[config.mk]
export PLATFORM = sky130hd
export DESIGN_NAME = decode_stage
export DESIGN_NICKNAME = d
export VERILOG_FILES = /design/src/rtl/decode_stage.sv
export SDC_FILE = /design/constraint.sdc
export NUM_CORES = 1
export LEC_CHECK = 0
export ABC_AREA = 0
export CAP_MARGIN = 40
export CORE_UTILIZATION = 53
export CTS_BUF_LIST = sky130_fd_sc_hd__clkbuf_8
export DETAILED_ROUTE_END_ITERATION = 8
export PLACE_DENSITY = 0.89
export SKIP_LAST_GASP = 1
export SLEW_MARGIN = 20
export SYNTH_ARGS = -nofsm -noshare
export SYNTH_HDL_FRONTEND = slang
export SYNTH_SLANG_ARGS = --single-unit
[constraint.sdc]
create_clock -name clk -period 3.3 [get_ports clk]
set_input_delay 0.66 -clock clk [delete_from_list [all_inputs] [get_ports clk]]
set_output_delay 0.66 -clock clk [all_outputs]
set_load 0.1 [all_outputs]
[src/rtl/decode_stage.sv]
// Single-issue instruction decode stage: output register plus 1-entry skid buffer.
// Optional performance counters are built only when DECODE_PERF_CNT_EN is defined.
module decode_stage #(
    parameter int DATA_W = 32
) (
    input  logic              clk,
    input  logic              nrst,
    input  logic              in_valid,
    output logic              in_ready,
    input  logic [DATA_W-1:0] instr,
    input  logic              flush,
    output logic              out_valid,
    input  logic              out_ready,
    output logic [5:0]        aluop,
    output logic [4:0]        rd,
    output logic [4:0]        rs1,
    output logic [4:0]        rs2,
    output logic [DATA_W-1:0] imm,
    output logic [6:0]        ctrl,
    output logic [2:0]        br_cond,
    output logic [15:0]       perf_dec,
    output logic [15:0]       perf_bub
);

    typedef struct packed {
        logic [5:0]        aluop;
        logic [4:0]        rd;
        logic [4:0]        rs1;
        logic [4:0]        rs2;
        logic [DATA_W-1:0] imm;
        logic [6:0]        ctrl;
        logic [2:0]        br_cond;
    } bundle_t;

    bundle_t    dec;
    logic       is_stall;
    logic [6:0] op;
    logic       use_imm, reg_write, set_flags, mem_read, mem_write, branch, illegal;

    assign op = instr[31:25];

    always_comb begin
        use_imm   = 1'b0;
        reg_write = 1'b0;
        set_flags = 1'b0;
        mem_read  = 1'b0;
        mem_write = 1'b0;
        branch    = 1'b0;
        illegal   = 1'b0;
        is_stall  = 1'b0;
        dec         = '0;
        dec.rd      = instr[24:20];
        dec.rs1     = instr[19:15];
        dec.rs2     = instr[14:10];
        dec.imm     = {{(DATA_W-15){instr[14]}}, instr[14:0]};
        if (op <= 7'h09) begin
            dec.aluop = 6'(op >> 1);
            use_imm   = op[0];
            reg_write = (op < 7'h08);
            set_flags = (op >= 7'h08);
        end else if (op == 7'h0A) begin
            dec.aluop = 6'd5;
            reg_write = 1'b1;
        end else if (op <= 7'h14) begin
            // odd opcode is the register form, even the immediate form
            dec.aluop = 6'd6 + 6'((op - 7'h0B) >> 1);
            use_imm   = ~op[0];
            reg_write = 1'b1;
        end else if (op == 7'h15 || op == 7'h16) begin
            dec.aluop = 6'd11;
            use_imm   = (op == 7'h16);
            reg_write = 1'b1;
        end else if (op == 7'h17) begin
            dec.aluop = 6'd12;
            use_imm   = 1'b1;
            mem_read  = 1'b1;
            reg_write = 1'b1;
        end else if (op == 7'h18) begin
            dec.aluop = 6'd13;
            use_imm   = 1'b1;
            mem_write = 1'b1;
        end else if (op <= 7'h26) begin
            dec.aluop   = op[0] ? 6'd14 : 6'd15;
            use_imm     = op[0];
            branch      = 1'b1;
            dec.br_cond = 3'((op - 7'h19) >> 1);
        end else if (op == 7'h7F) begin
            is_stall = 1'b1;
        end else begin
            illegal = 1'b1;
        end
        dec.ctrl = {use_imm, reg_write, set_flags, mem_read, mem_write, branch, illegal};
    end

    bundle_t out_q, out_d, skid_q, skid_d;
    logic    out_valid_q, out_valid_d, skid_valid_q, skid_valid_d;
    logic    acc, acc_bundle, acc_stall, out_free;

    assign in_ready   = ~skid_valid_q;
    assign acc        = in_valid & in_ready & ~flush;
    assign acc_bundle = acc & ~is_stall;
    assign acc_stall  = acc & is_stall;
    assign out_free   = ~out_valid_q | out_ready;

    always_comb begin
        out_d        = out_q;
        out_valid_d  = out_valid_q;
        skid_d       = skid_q;
        skid_valid_d = skid_valid_q;
        if (flush) begin
            out_valid_d  = 1'b0;
            skid_valid_d = 1'b0;
        end else if (out_free) begin
            // in_ready is low while the skid is full, so no new accept competes with the drain
            if (skid_valid_q) begin
                out_d        = skid_q;
                out_valid_d  = 1'b1;
                skid_valid_d = 1'b0;
            end else if (acc_bundle) begin
                out_d       = dec;
                out_valid_d = 1'b1;
            end else begin
                out_valid_d = 1'b0;
            end
        end else if (acc_bundle) begin
            skid_d       = dec;
            skid_valid_d = 1'b1;
        end
    end

    always_ff @(posedge clk or negedge nrst) begin
        if (!nrst) begin
            out_q        <= '0;
            out_valid_q  <= 1'b0;
            skid_q       <= '0;
            skid_valid_q <= 1'b0;
        end else begin
            out_q        <= out_d;
            out_valid_q  <= out_valid_d;
            skid_q       <= skid_d;
            skid_valid_q <= skid_valid_d;
        end
    end

    assign out_valid = out_valid_q;
    assign aluop     = out_q.aluop;
    assign rd        = out_q.rd;
    assign rs1       = out_q.rs1;
    assign rs2       = out_q.rs2;
    assign imm       = out_q.imm;
    assign ctrl      = out_q.ctrl;
    assign br_cond   = out_q.br_cond;

`ifdef DECODE_PERF_CNT_EN
    logic [15:0] perf_dec_q, perf_dec_d, perf_bub_q, perf_bub_d;

    always_comb begin
        perf_dec_d = perf_dec_q + 16'(acc_bundle);
        perf_bub_d = perf_bub_q + 16'(acc_stall);
    end

    always_ff @(posedge clk or negedge nrst) begin
        if (!nrst) begin
            perf_dec_q <= '0;
            perf_bub_q <= '0;
        end else begin
            perf_dec_q <= perf_dec_d;
            perf_bub_q <= perf_bub_d;
        end
    end

    assign perf_dec = perf_dec_q;
    assign perf_bub = perf_bub_q;
`else
    logic unused_stall;
    assign unused_stall = acc_stall;
    assign perf_dec     = '0;
    assign perf_bub     = '0;
`endif

endmodule

After elaboration in Yosys (flattened, before gate mapping)
Index checks and enable logic that the tools add are counted.
{"block": "classes", "bitwise_logic": 10, "order_cmp": 5, "shift": 0, "reduce_logical": 6, "add_sub_neg": 3, "mul": 0, "div": 0, "n_mux": 70, "n_eq_ne": 6}
{"op": "two-way mux 63 bit", "count": 2}
{"op": "two-way mux 1 bit", "count": 54}
{"op": "== test 7 x 5 -> 1 bit (second input constant)", "count": 4}
{"op": "two-way mux 3 bit", "count": 7}
{"op": "two-way mux 6 bit", "count": 3}
{"op": "two-way mux 4 bit", "count": 4}
{"op": "== test 7 x 4 -> 1 bit (second input constant)", "count": 1}
{"op": "== test 7 bit (second input constant)", "count": 1}
{"op": "greater-or-equal comparator 7 x 4 -> 1 bit (second input constant)", "count": 1}
{"op": "less-or-equal comparator 7 x 4 -> 1 bit (second input constant)", "count": 1}
{"op": "less-or-equal comparator 7 x 5 -> 1 bit (second input constant)", "count": 1}
{"op": "less-or-equal comparator 7 x 6 -> 1 bit (second input constant)", "count": 1}
{"op": "< comparator 7 x 4 -> 1 bit (second input constant)", "count": 1}
{"op": "subtractor 7 x 4 -> 7 bit (second input constant)", "count": 1}
{"op": "adder 3 x 6 -> 6 bit (first input constant)", "count": 1}
{"op": "NOT 1 bit", "count": 6}
{"op": "AND reduction 3 bit", "count": 2}
{"op": "nonzero test 2 bit", "count": 2}
{"op": "subtractor 4 bit (second input constant)", "count": 1}
{"op": "AND 1 bit", "count": 3}
{"op": "nonzero test 3 bit", "count": 1}
{"op": "logical OR 1 bit", "count": 1}
{"op": "OR 1 bit", "count": 1}
{"block": "totals", "rom_bits": 0, "output_inout_bits": 97, "inputBits": 37, "register_bits": 111, "memories": 0, "ram_bits": 0, "latch_bits": 0}

Logic depth before layout (Yosys ltp)
Gate-level depths: netlist of run 1.
{"block": "logic_depth", "depth_word": 15, "ltp_mapped": 10}

Least setup slack after synthesis of run 1
No wires, ideal clock.
{"block": "synth_path", "path_kind": "input to register", "start": "input port instr[25]", "end": "register out_q, in the netlist br_cond[1]", "required_ns": 3.233, "setup_ns": 0.067, "stages": 8, "arrival_ns": 2.575, "path_slack_ns": 0.658, "cell_sequence": "clkbuf_1 inv_1 ha_1 o311a_1 or4_1 buf_2 nor3_2 o22a_1"}
{"block": "synth_via", "elab_chain_cells": 13}
{"item": "start, declared", "line": "10", "text": "input logic [DATA_W-1:0] instr,"}
{"item": "branches (longest 13 deep; another with less-or-equal comparator 7 x 6 -> 1 bit)"}
{"item": "end signal, assigned", "line": "138", "text": "out_q <= out_d;"}
{"item": "end, declared", "line": "95", "text": "bundle_t out_q, out_d, skid_q, skid_d;"}
Parallel ways; which one is timed is not known. The select of a mux whose other input is x is not followed.
A chain may end at the register's enable or synchronous reset.

Final worst setup path of run 1
Ends and elaborated chain as after synthesis.

==> metrics.md, run 1 <==
| Metric | Value |
|---|---|
| Crit path depth | `7` |
| Total GRT Usage | `0.2389` |
| Initial antenna violation count | `0` |
| Core ar. | `around 8200 sq um` |
| Hold Vio Cnt, Final | `0` |
| Compound-Gate Fraction of Synth Area | `0.1394` |
| Post-synth EDFFs | `0` |
| Clk slew on worst S/H paths | `~0.09 ns` |
| Tmin final | `between 2 and 3 ns` |
| Cell family with most CP delay | `simple AND/OR/NAND/NOR gates` |
| Area growth syn-to-layout | `21.73%` |
| Xor/xnor cell area share of the yosys netlist | `0.01564` |
| Pre-CTS setup slack | `roughly 0.21 ns` |
| Number of synthesized register bits | `84` |
| Sequential area share after synthesis | `0.4693` |
| H-tree depth | `3` |
| CTS tree | `built` |
| Asr flop ratio synth | `1.000` |
| Synth top area cells | `dfrtp_1 47%, buf_4 9.2%, mux2_2 7.3%` |
| Fmax | `365.4 MHz` |
| Non-filler cells, final | `between 600 and 700` |
| Worst rel slew slack | `0.6140` |
| Per-cell routed wire length | `about 16 um` |
| Critical path capture point type | `flip-flop` |
| Via Count | `between 3,000 and 4,000` |
| Clock Tree Root | `clkbuf_8` |
| Filler cells | `between 600 and 700` |
| Status | `complete, no violations` |
| Mean post-synth cell area | `10.02 sq um` |
| Min-delay worst type | `in -> async` |
| Detail Placement HPWL | `7303 um` |
| Number of global-route vias before repair | `between 3,000 and 4,000` |
| Setup TNS Final | `0 ns` |
| Buffer and inverter count on the worst path | `2` |
| Fin nets | `568` |
| Global route overflow | `0` |
| Mapped Cells | `447` |
| Worst Setup Start Kind | `input port` |
| Synth top area share | `0.4693` |
| # rows | `33` |
| Die Width | `around 94 um` |
| Kind of critical path | `in -> reg` |
| Iter 0 DRT Violations | `roughly 160` |
| Distinct cells, synth | `46` |
| Post-CTS sizing | `0` |
| Simple-gate share of the synthesized area | `0.1106` |
| Post-Synth Adder-Cell Area | `0.01397` |
| Clock skew | `0.01251 ns` |
| Residual DRC count | `0` |
| VDD IR max | `just over 0.3 mV` |
| Routed Antenna Nets | `0` |
| LEAKAGE | `about 0.0025 uW` |
| GPL Wtd Cong | `just over 0.9` |
| Drt total wl | `between 10,000 and 15,000 um` |
| Post-CTS setup-driven buffer insertion count | `0` |
| Fin. max-slew vios | `0` |
| DP Area | `between 5000 and 6000 sq um` |
| CP Data Required Time | `between 3 and 4 ns` |
| Largest family of logic cells by synthesized area | `compound AO/OA/AOI/OAI gates` |
| RSZ-0062 raised after global routing | `false` |
| Die area | `8823 sq um` |
| Buffers on Ports | `about 100` |
| Layout cells sized above 1 | `0.2618` |
| Reg2Reg Depth | `4` |
| Yosys warnings | `0` |
| Cell Pwr Density | `699.7 nW/um^2` |
| First-pass DRT Iterations | `6` |
| Clock Latency Late Sink | `about 0.34 ns` |
| Count leader, synth | `dfrtp_1` |
| Slowest-stage cell, CP | `or4_1` |
| Top Ports | `between 100 and 150` |
| Post-synth top flop | `dfrtp_1` |
| Largest net degree at the start of global routing | `45` |
| Via-per-instance ratio | `5.458` |
| # hold bufs at CTS | `0` |
| Slowest Stage Delay on Critical Path | `around 0.69 ns` |
| Count of final setup violators | `0` |
| Die Ht | `~94 um` |
| CTS Buf Count | `9` |
| Slew @ Worst Pin | `between 0.5 and 0.6 ns` |
| Synth top cells by count | `84 x dfrtp_1, 57 x nand2_1, 55 x buf_4, 52 x o21ai_0, 29 x mux2_2` |
| Period Utilization, post-route | `0.8293` |
| Ant diodes | `0` |
| CP arrival | `3.02 ns` |
| Mux share of post-synthesis cell area | `0.1288` |
| Placed Cells | `620` |
| Maximum root-to-sink buffer count | `2` |
| Global-route wire length before repair | `between 15,000 and 20,000 um` |
| Dominant cell type by area after synthesis | `dfrtp_1` |
| Cell area after layout | `around 5500 sq um` |
| Worst-path cell chain | `clkdlybuf4s50_1 > buf_4 > ha_1 > o311a_1 > or4_1 > nor3_2 > o22a_1` |
| Max_cap viols | `0` |
| Synth Cell Area | `between 4000 and 5000 sq um` |
| Post-route setup slack | `between 0.5 and 0.6 ns` |
| Max FO, Critical Path | `8` |
| Clock sinks | `84` |
| Starting density of the core | `0.5452` |
worst paths after layout:
kind | from | endpoint | slack (ns)
worst max register to register | skid_valid_q$_DFFE_PN0P_ | aluop[1]$_DFFE_PN0P_ | 1.17
max in group asynchronous | nrst | imm[1]$_DFFE_PN0P_ | 2.26
worst min-delay path | nrst | rd[0]$_DFFE_PN0P_ | 0.30
min in group clk | skid_q[9]$_DFFE_PN0P_ | skid_q[9]$_DFFE_PN0P_ | 0.48
worst min register to register | skid_q[9]$_DFFE_PN0P_ | skid_q[9]$_DFFE_PN0P_ | 0.48
worst max-delay path | instr[25] | br_cond[1]$_DFFE_PN0P_ | 0.56
state kept, by name, indices dropped and copies added (netlist names), 3 cells and up:
signal and cells:
aluop 6, imm 11, br_cond 3, rd 5
skid_q 41, ctrl 7, rs1 5, rs2 4
kinds of logic after synthesis:
kind of cell / Yosys count
compound gates: 100
other cells: 1
simple gates: 107
buf+inv: 88
fa+ha+maj: 5
xor+xnor: 8
mux: 54
flops: 84
layout by cell type, fill, tap and decap left out, types with 3 or more instances in the layout:
cell             synthesis  layout
dfrtp_1                 84      83
ha_1                     5       5
conb_1                   1      32
clkbuf_8                 0      11
xor2_1                   6       6
nor3_1                   5       5
a32oi_1                  5       5
nor3_2                   3       3
a21oi_1                  6       6
o22a_1                   4       4
o31ai_1                  8       8
nand2_1                 57      57
nand3_1                  6       6
nor2b_1                  3       3
inv_1                    4       4
o211ai_1                 7       7
clkdlybuf4s50_1          0      35
buf_4                   55      85
mux2i_1                 25      25
nor2_1                  16      16
mux2_2                  29      29
o21ai_0                 52      52
or3_1                    3       3
final cells by class:
class                      instances  area, sq um  share of cell area
clock buffer                      11        151.4             0.02776
timing repair buffer             121         1008              0.1849
sequential                        84         2103              0.3857
clock inverter                     5        81.33             0.01492
tap                              105        131.4             0.02409
multi-input combinational        306         1962              0.3598
inverter                           4        15.01            0.002754
per-layer routing:
layer	wire, um	up-vias	part of all wire	GRT usage
met2	5234	144	0.51	0.4148
met4	123	0	0.012	0.06410
met3	733	12	0.071	0.05502
met1	4162	1677	0.41	0.2979
met5	0	-	0	0
li1	-	1638	-	-
per-stage QoR:
stage | hold WS (ns) | total power, uW | util
floorplan | 0.3644 | 2715 | -
global placement | 0.4580 | 2960 | 0.6353
detailed placement | 0.4675 | 3001 | 0.6353
CTS | 0.3168 | 3835 | 0.6636
global route | 0.3239 | 3966 | 0.6636
finish | 0.2972 | 3815 | 0.6636
power by group:
group | switching, uW | total, uW | internal, uW | leakage [uW]
registers | 118 | 1330 | 1210 | 0.00106
logic | 1300 | 1650 | 348 | 0.00132
clock network | 366 | 835 | 469 | 0.000116
total | 1790 | 3820 | 2030 | 0.00250
(Power assumes the default switching activity.)
==> run 2: changes to the inputs <==
- CORE_UTILIZATION: 53 -> 49
- PLACE_DENSITY: 0.89 -> 0.83
- clock period: 3.3 -> 2.58 ns (I/O delays scaled with it)
==> metrics.md, run 2 (synthesis results as in run 1) <==
| Metric | Value |
|---|---|
| Max FO, Critical Path | `8 (unchanged)` |
| Hold Vio Cnt, Final | `0 (unchanged)` |
| Drt total wl | `9858 um (was 10,250 um)` |
| Buffers on Ports | `101 (unchanged)` |
| Post-CTS sizing | `0 (unchanged)` |
| Clock Latency Late Sink | `0.36 ns (was 0.34 ns)` |
| CP Data Required Time | `2.88 ns (was 3.58 ns)` |
| # hold bufs at CTS | `0 (unchanged)` |
| Ant diodes | `0 (unchanged)` |
| Routed Antenna Nets | `0 (unchanged)` |
| Pre-CTS setup slack | `-0.2627 ns (was 0.2056 ns)` |
| Post-CTS setup-driven buffer insertion count | `0 (unchanged)` |
| Global-route wire length before repair | `16,370 um (was 16,230 um)` |
| LEAKAGE | `0.002661 uW (was 0.002495 uW)` |
| Failing checks | `design-rule violations` |
| Per-cell routed wire length | `14.60 um (was 16.12 um)` |
| Die area | `9528 sq um (was 8823 sq um)` |
| Most flop-heavy register | `skid_q (unchanged)` |
| Clock skew | `0.01235 ns (was 0.01251 ns)` |
| Setup slack, reg-to-reg | `0.76 ns (was 1.17 ns)` |
| Count of final setup violators | `0 (unchanged)` |
| H-tree depth | `3 (unchanged)` |
| Largest register FFs | `41 (unchanged)` |
| Fmax | `~410 MHz` |
| Filler cells | `706 (was 632)` |
| Most frequent cells in the layout | `119 x buf_4, 83 x dfrtp_1, 57 x nand2_1, 52 x o21ai_0, 35 x clkdlybuf4s50_1 (was 85 x buf_4, 83 x dfrtp_1, 57 x nand2_1, 52 x o21ai_0, 35 x clkdlybuf4s50_1)` |
| Clock sinks | `84 (unchanged)` |
| Worst Setup Start Kind | `input port (unchanged)` |
| Cell Pwr Density | `828.4 nW/um^2 (was 699.7 nW/um^2)` |
| GR Util met3 | `0.04964 (was 0.05502)` |
| Area growth syn-to-layout | `27.77% (was 21.73%)` |
| Fin. max-slew vios | `0 (unchanged)` |
| Top Ports | `134 (unchanged)` |
| Layout cells sized above 1 | `0.3086 (was 0.2618)` |
| Via-per-instance ratio | `5.305 (was 5.458)` |
| Tot Pwr | `4741 uW (was 3815 uW)` |
| CP arrival | `2.75 ns (was 3.02 ns)` |
| Max_cap viols | `0 (unchanged)` |
| Maximum root-to-sink buffer count | `2 (unchanged)` |
| Via Count | `3,581 (was 3,471)` |
| Post-route setup slack | `0.1228 ns (was 0.5633 ns)` |
| # rows | `34 (was 33)` |
| Met2 usage | `0.3415 (was 0.4148)` |
| Worst rel slew slack | `0.6589 (was 0.6140)` |
| Die Width | `97.61 um (was 93.93 um)` |
| Starting density of the core | `0.5087 (was 0.5452)` |
| Critical path capture point type | `flip-flop (unchanged)` |
| RSZ-0062 raised after global routing | `false (unchanged)` |
| Setup TNS Final | `0 ns (unchanged)` |
| Largest net degree at the start of global routing | `67 (was 45)` |
| First-pass DRT Iterations | `6 (unchanged)` |
| CTS Buf Count | `9 (unchanged)` |
| Kind of critical path | `in -> reg (unchanged)` |
| GPL Wtd Cong | `0.8717 (was 0.9163)` |
| Clk slew on worst S/H paths | `0.09 ns (about the same)` |
| Most common cell after layout, fill and taps aside | `buf_4 (unchanged)` |
| Placed Cells | `658 (was 620)` |
| Top Usage Layer GRT | `met2 (unchanged)` |
| Iter 0 DRT Violations | `187 (was 155)` |
| Area occupied by multi-input gates | `1962 sq um (unchanged)` |
| Tmin final | `2.457 ns` |
| Total GRT Usage | `0.2143 (was 0.2389)` |
| Period Utilization, post-route | `0.9524` |
| Clock Tree Root | `clkbuf_8 (unchanged)` |
| Reg area | `2103 sq um (unchanged)` |
| Die Ht | `97.61 um (was 93.93 um)` |
| Residual DRC count | `36 (was 0)` |
| Status | `finished, violations left (was complete, no violations)` |
| CTS tree | `built (unchanged)` |
| Number of global-route vias before repair | `3,334 (was 3,297)` |
| Core ar. | `8806 sq um (was 8217 sq um)` |
| VDD IR max | `0.3476 mV (was 0.3060 mV)` |
| Min-delay worst type | `in -> async (unchanged)` |
| Slew @ Worst Pin | `0.5053 ns (was 0.5790 ns)` |
| Detail Placement HPWL | `7442 um (was 7303 um)` |
| Initial antenna violation count | `0 (unchanged)` |
| Global route overflow | `0 (unchanged)` |
| Grt met1 use | `0.2906 (was 0.2979)` |
| Non-filler cells, final | `675 (was 636)` |
| Fin nets | `604 (was 568)` |
run 2: stage by stage:
stage | util | area (sq um) | hold WS [ns]
4_1_cts | 0.6468 | 5695 | 0.2669
6_report | 0.6499 | 5723 | 0.01885
3_5_place_dp | 0.6245 | 5499 | 0.4637
2_1_floorplan | - | 4596 | 0.2204
5_1_grt | 0.6499 | 5723 | 0.009075
3_3_place_gp | 0.6245 | 5499 | 0.4599
run 2: final timing paths:
path                                             start  depth (start not counted)                     end
worst max-delay path                         instr[25]                          8  br_cond[1]$_DFFE_PN0P_
worst min-delay path                              nrst                          1       rd[0]$_DFFE_PN0P_
worst max register to register   out_valid$_DFFE_PN0N_                          4  skid_q[14]$_DFFE_PN0P_
worst min register to register  skid_q[58]$_DFFE_PN0P_                          2  skid_q[58]$_DFFE_PN0P_
max in group asynchronous                         nrst                          3      imm[3]$_DFFE_PN0P_
min in group clk                skid_q[58]$_DFFE_PN0P_                          2  skid_q[58]$_DFFE_PN0P_
run 2: layout make-up:
class / instances / share of cell area
Clock buffer: 11 / 0.02645
Clock inverter: 5 / 0.007871
Inverter: 4 / 0.002624
Multi-Input combinational cell: 306 / 0.3428
Sequential cell: 84 / 0.3675
Tap cell: 108 / 0.02361
Timing Repair Buffer: 157 / 0.2291
run 2: where the power goes:
| part | switching (uW) | leakage [uW] | internal, uW |
|---|---|---|---|
| clock network | 485 | 0.0000976 | 414 |
| registers | 141 | 0.00106 | 1550 |
| logic | 1670 | 0.00150 | 486 |
run 2: worst max-delay path, cell delays in order:
cell and delay [ns]:
clkdlybuf4s50_1 0.46, buf_4 0.19, ha_1 0.20, o311a_1 0.38, or4_1 0.53, buf_4 0.19, nor3_2 0.14, o22a_1 0.14
run 2: metal layers:
metal  up-vias  wire (um)
met2       135       4723
met5         -          0
met3        15        591
met4         0        129
li1       1714          -
met1      1717       4413
==> variant 1 (settings of run 1) <==
Change the parameter `DATA_W` from 32 to 64.
--- a/src/rtl/decode_stage.sv
+++ b/src/rtl/decode_stage.sv
@@ -1,7 +1,7 @@
 // Single-issue instruction decode stage: output register plus 1-entry skid buffer.
 // Optional performance counters are built only when DECODE_PERF_CNT_EN is defined.
 module decode_stage #(
-    parameter int DATA_W = 32
+    parameter int DATA_W = 64
 ) (
     input  logic              clk,
     input  logic              nrst,
Ports: changed (resized imm and instr); port bits go from 134 to 198. No check against the original RTL was run, so the function may have changed too.
==> variant 1 against run 1 <==
  * Power is 9.9% higher
  * Synthesized area is 6.3% higher
  * Routed wire length is 3.1% higher
  * Die area is 6.1% higher
  * Sequential power is 3% lower
  * Cell area is 4.4% higher
  * Worst setup slack better by 0.0078 ns
  * Combinational power is 35% higher
  * Sequential cell count stayed put
  * First-iteration DRC count is 4.5% lower
==> variant 1: results (changes against run 1) <==
* Status: complete, no violations (unchanged)
* Reg power frac at 0.308 (was 0.348)
* Global-route usage over all layers at 0.228 (was 0.239)
* DP Area at 5510 um2 (was 5220 um2)
* Peak Freq at 366 MHz (was 365 MHz)
* Inst Count DP at 707 (was 620)
* DR pass1 iterations at 4 (was 6)
* Seq/Total Area, Yosys at 0.442 (was 0.469)
* Vias in the first global route at 3482 (was 3297)
* Mux cell area share after synthesis at 0.0665 (was 0.129)
* Initial DRC count at 148 (was 155)
* Leakage at 2.73 nW (was 2.50 nW)
* VDD IR-drop max at 361 uV (was 306 uV)
* Layout Skew at 0.0108 ns (was 0.0125 ns)
* Mapped Cells at 532 (was 447)
* FF-to-FF setup slack at 1.54 ns (was 1.17 ns)
* CP arrival at 3.01 ns (was 3.02 ns)
* Layout cells sized above 1 at 0.239 (was 0.262)
* IO Port Bufs at 133 (was 101)
* Post-Synth XOR/XNOR Area at 0.0110 (was 0.0156)
* Synth area leaders: dfrtp_1 (44%), buf_4 (14%), nand2_1 (11%) (was dfrtp_1 (47%), buf_4 (9.2%), mux2_2 (7.3%))
* Worst Setup Slack post-DPL at 0.224 ns (was 0.206 ns)
* Total Routed Length at 10600 um (was 10300 um)
* Via count at 3767 (was 3471)
* Fill cell count at 702 (was 632)
* Largest family of logic cells by synthesized area: buffers and inverters (was compound AO/OA/AOI/OAI gates)
* Non-filler cells, final at 723 (was 636)
-- variant 1: area by class of cell --
type | count | area share
multi-input cells | 358 | 0.351
inverters | 4 | 0.00264
flip-flops and latches | 84 | 0.369
clock buffers | 9 | 0.0218
well taps | 108 | 0.0237
repair buffers | 153 | 0.221
clock inverters | 7 | 0.0103
-- variant 1: per-stage QoR --
stage / hold WS (ns) / total power, mW / utilization
2_1_floorplan: 0.364 / 3.25 / -
3_3_place_gp: 0.457 / 3.50 / 0.630
3_5_place_dp: 0.464 / 3.54 / 0.632
4_1_cts: 0.285 / 4.22 / 0.653
5_1_grt: 0.309 / 4.35 / 0.653
6_report: 0.278 / 4.19 / 0.653
-- variant 1: worst max-delay path, cell delays in order --
cell and delay, ns:
clkdlybuf4s50_1 0.46, buf_4 0.21, ha_1 0.26, o41a_1 0.47, or3_1 0.52, o31a_1 0.32
o21ai_1 0.11
-- variant 1: path summary, 6_finish.rpt --
path                                           to                      from
min reg2reg                skid_q[81]$_DFFE_PN0P_    skid_q[81]$_DFFE_PN0P_
max                        br_cond[1]$_DFFE_PN0P_                 instr[25]
max in group asynchronous     ctrl[3]$_DFFE_PN0P_                      nrst
min in group clk           skid_q[81]$_DFFE_PN0P_    skid_q[81]$_DFFE_PN0P_
max reg2reg                   ctrl[3]$_DFFE_PN0P_  skid_valid_q$_DFFE_PN0P_
min                            rs2[1]$_DFFE_PN0P_                      nrst
-- variant 1: routing by layer --
layer / track usage / vias up / part of all wire / wire length [um]
met5: 0 / - / 0 / 0
met4: 0.0827 / 0 / 0.014 / 150
met3: 0.0347 / 10 / 0.054 / 566
met2: 0.388 / 140 / 0.50 / 5310
met1: 0.296 / 1789 / 0.43 / 4540
li1: - / 1828 / - / -
==> variant 2 (settings of run 1) <==
Made on the original files. Add a define of `DECODE_PERF_CNT_EN`.
--- a/src/rtl/decode_stage.sv
+++ b/src/rtl/decode_stage.sv
@@ -1,5 +1,7 @@
 // Single-issue instruction decode stage: output register plus 1-entry skid buffer.
 // Optional performance counters are built only when DECODE_PERF_CNT_EN is defined.
+`define DECODE_PERF_CNT_EN
+
 module decode_stage #(
     parameter int DATA_W = 32
 ) (
Function: changed (Yosys sat finds a counterexample within 4 cycles, from zero or initial values and one cycle with nrst low).
==> variant 2 against run 1 <==
  * Worst setup slack lost 0.012 ns
  * Critical endpoint is now perf_bub[14]$_DFF_PN0_
  * Cell area grew 33%
  * Synthesized cell count grew 19%
  * Sequential cell count grew 32
  * Routed wire length grew 26%
  * Largest cell class unchanged
  * Synthesized area grew 27%
  * Non-clock buffer count grew 30
  * Power grew 44%
==> variant 2: results (changes against run 1) <==
* Final #Nets at 698 (was 568)
* Clock-net power at 1.43 mW (was 0.835 mW)
* Seq. pwr at 1.86 mW (was 1.33 mW)
* Tightest hold margin at 0.0610 ns (was 0.297 ns)
* CTS buffer count at 17 (was 9)
* Leakage at 3.22 nW (was 2.50 nW)
* FF-to-FF setup slack at 0.98 ns (was 1.17 ns)
* CP arrival at 3.08 ns (was 3.02 ns)
* Non-filler cells, final at 801 (was 636)
* Synth area leaders: dfrtp_1 (51%), mux2i_1 (4.7%), xnor2_1 (4.0%) (was dfrtp_1 (47%), buf_4 (9.2%), mux2_2 (7.3%))
* Grt met2 use at 0.406 (was 0.415)
* Status: complete, no violations (unchanged)
* Placer Congestion at 0.929 (was 0.916)
* First-pass GRT wire length at 21100 um (was 16200 um)
* Total Routed Length at 12900 um (was 10300 um)
* Fill cell count at 782 (was 632)
* VDD IR-drop max at 569 uV (was 306 uV)
* DR WL met3 at 671 um (was 733 um)
* Worst-path cell with the longest stage delay: clkdlybuf4s50_1 (was or4_1)
* Final worst setup slack at 0.552 ns (was 0.563 ns)
* Layout Skew at 0.0125 ns (about the same)
* Inst Count DP at 768 (was 620)
* Met2 WL at 6530 um (was 5230 um)
* Largest net degree at the start of global routing at 82 (was 45)
* IO Port Bufs at 133 (was 101)
-- variant 2: logic make-up after synthesis --
logic type	synth area share
flops	0.510
fa+ha+maj	0.0198
mux	0.0969
simple gates	0.131
buf+inv	0.0624
xor+xnor	0.0554
compound gates	0.125
-- variant 2: area by class of cell --
class	count	share of cell area
Inverter	8	0.00484
Multi-Input combinational cell	358	0.336
Sequential cell	116	0.401
Tap cell	136	0.0235
Timing Repair Buffer	151	0.173
Clock buffer	19	0.0361
Clock inverter	13	0.0251
-- variant 2: worst paths after layout --
path	end
setup / recovery	perf_bub[14]$_DFF_PN0_
hold / removal	skid_q[50]$_DFFE_PN0P_
setup reg to reg	perf_dec[14]$_DFF_PN0_
hold reg to reg	perf_bub[15]$_DFF_PN0_
max in group asynchronous	ctrl[4]$_DFFE_PN0P_
min in group clk	perf_bub[15]$_DFF_PN0_
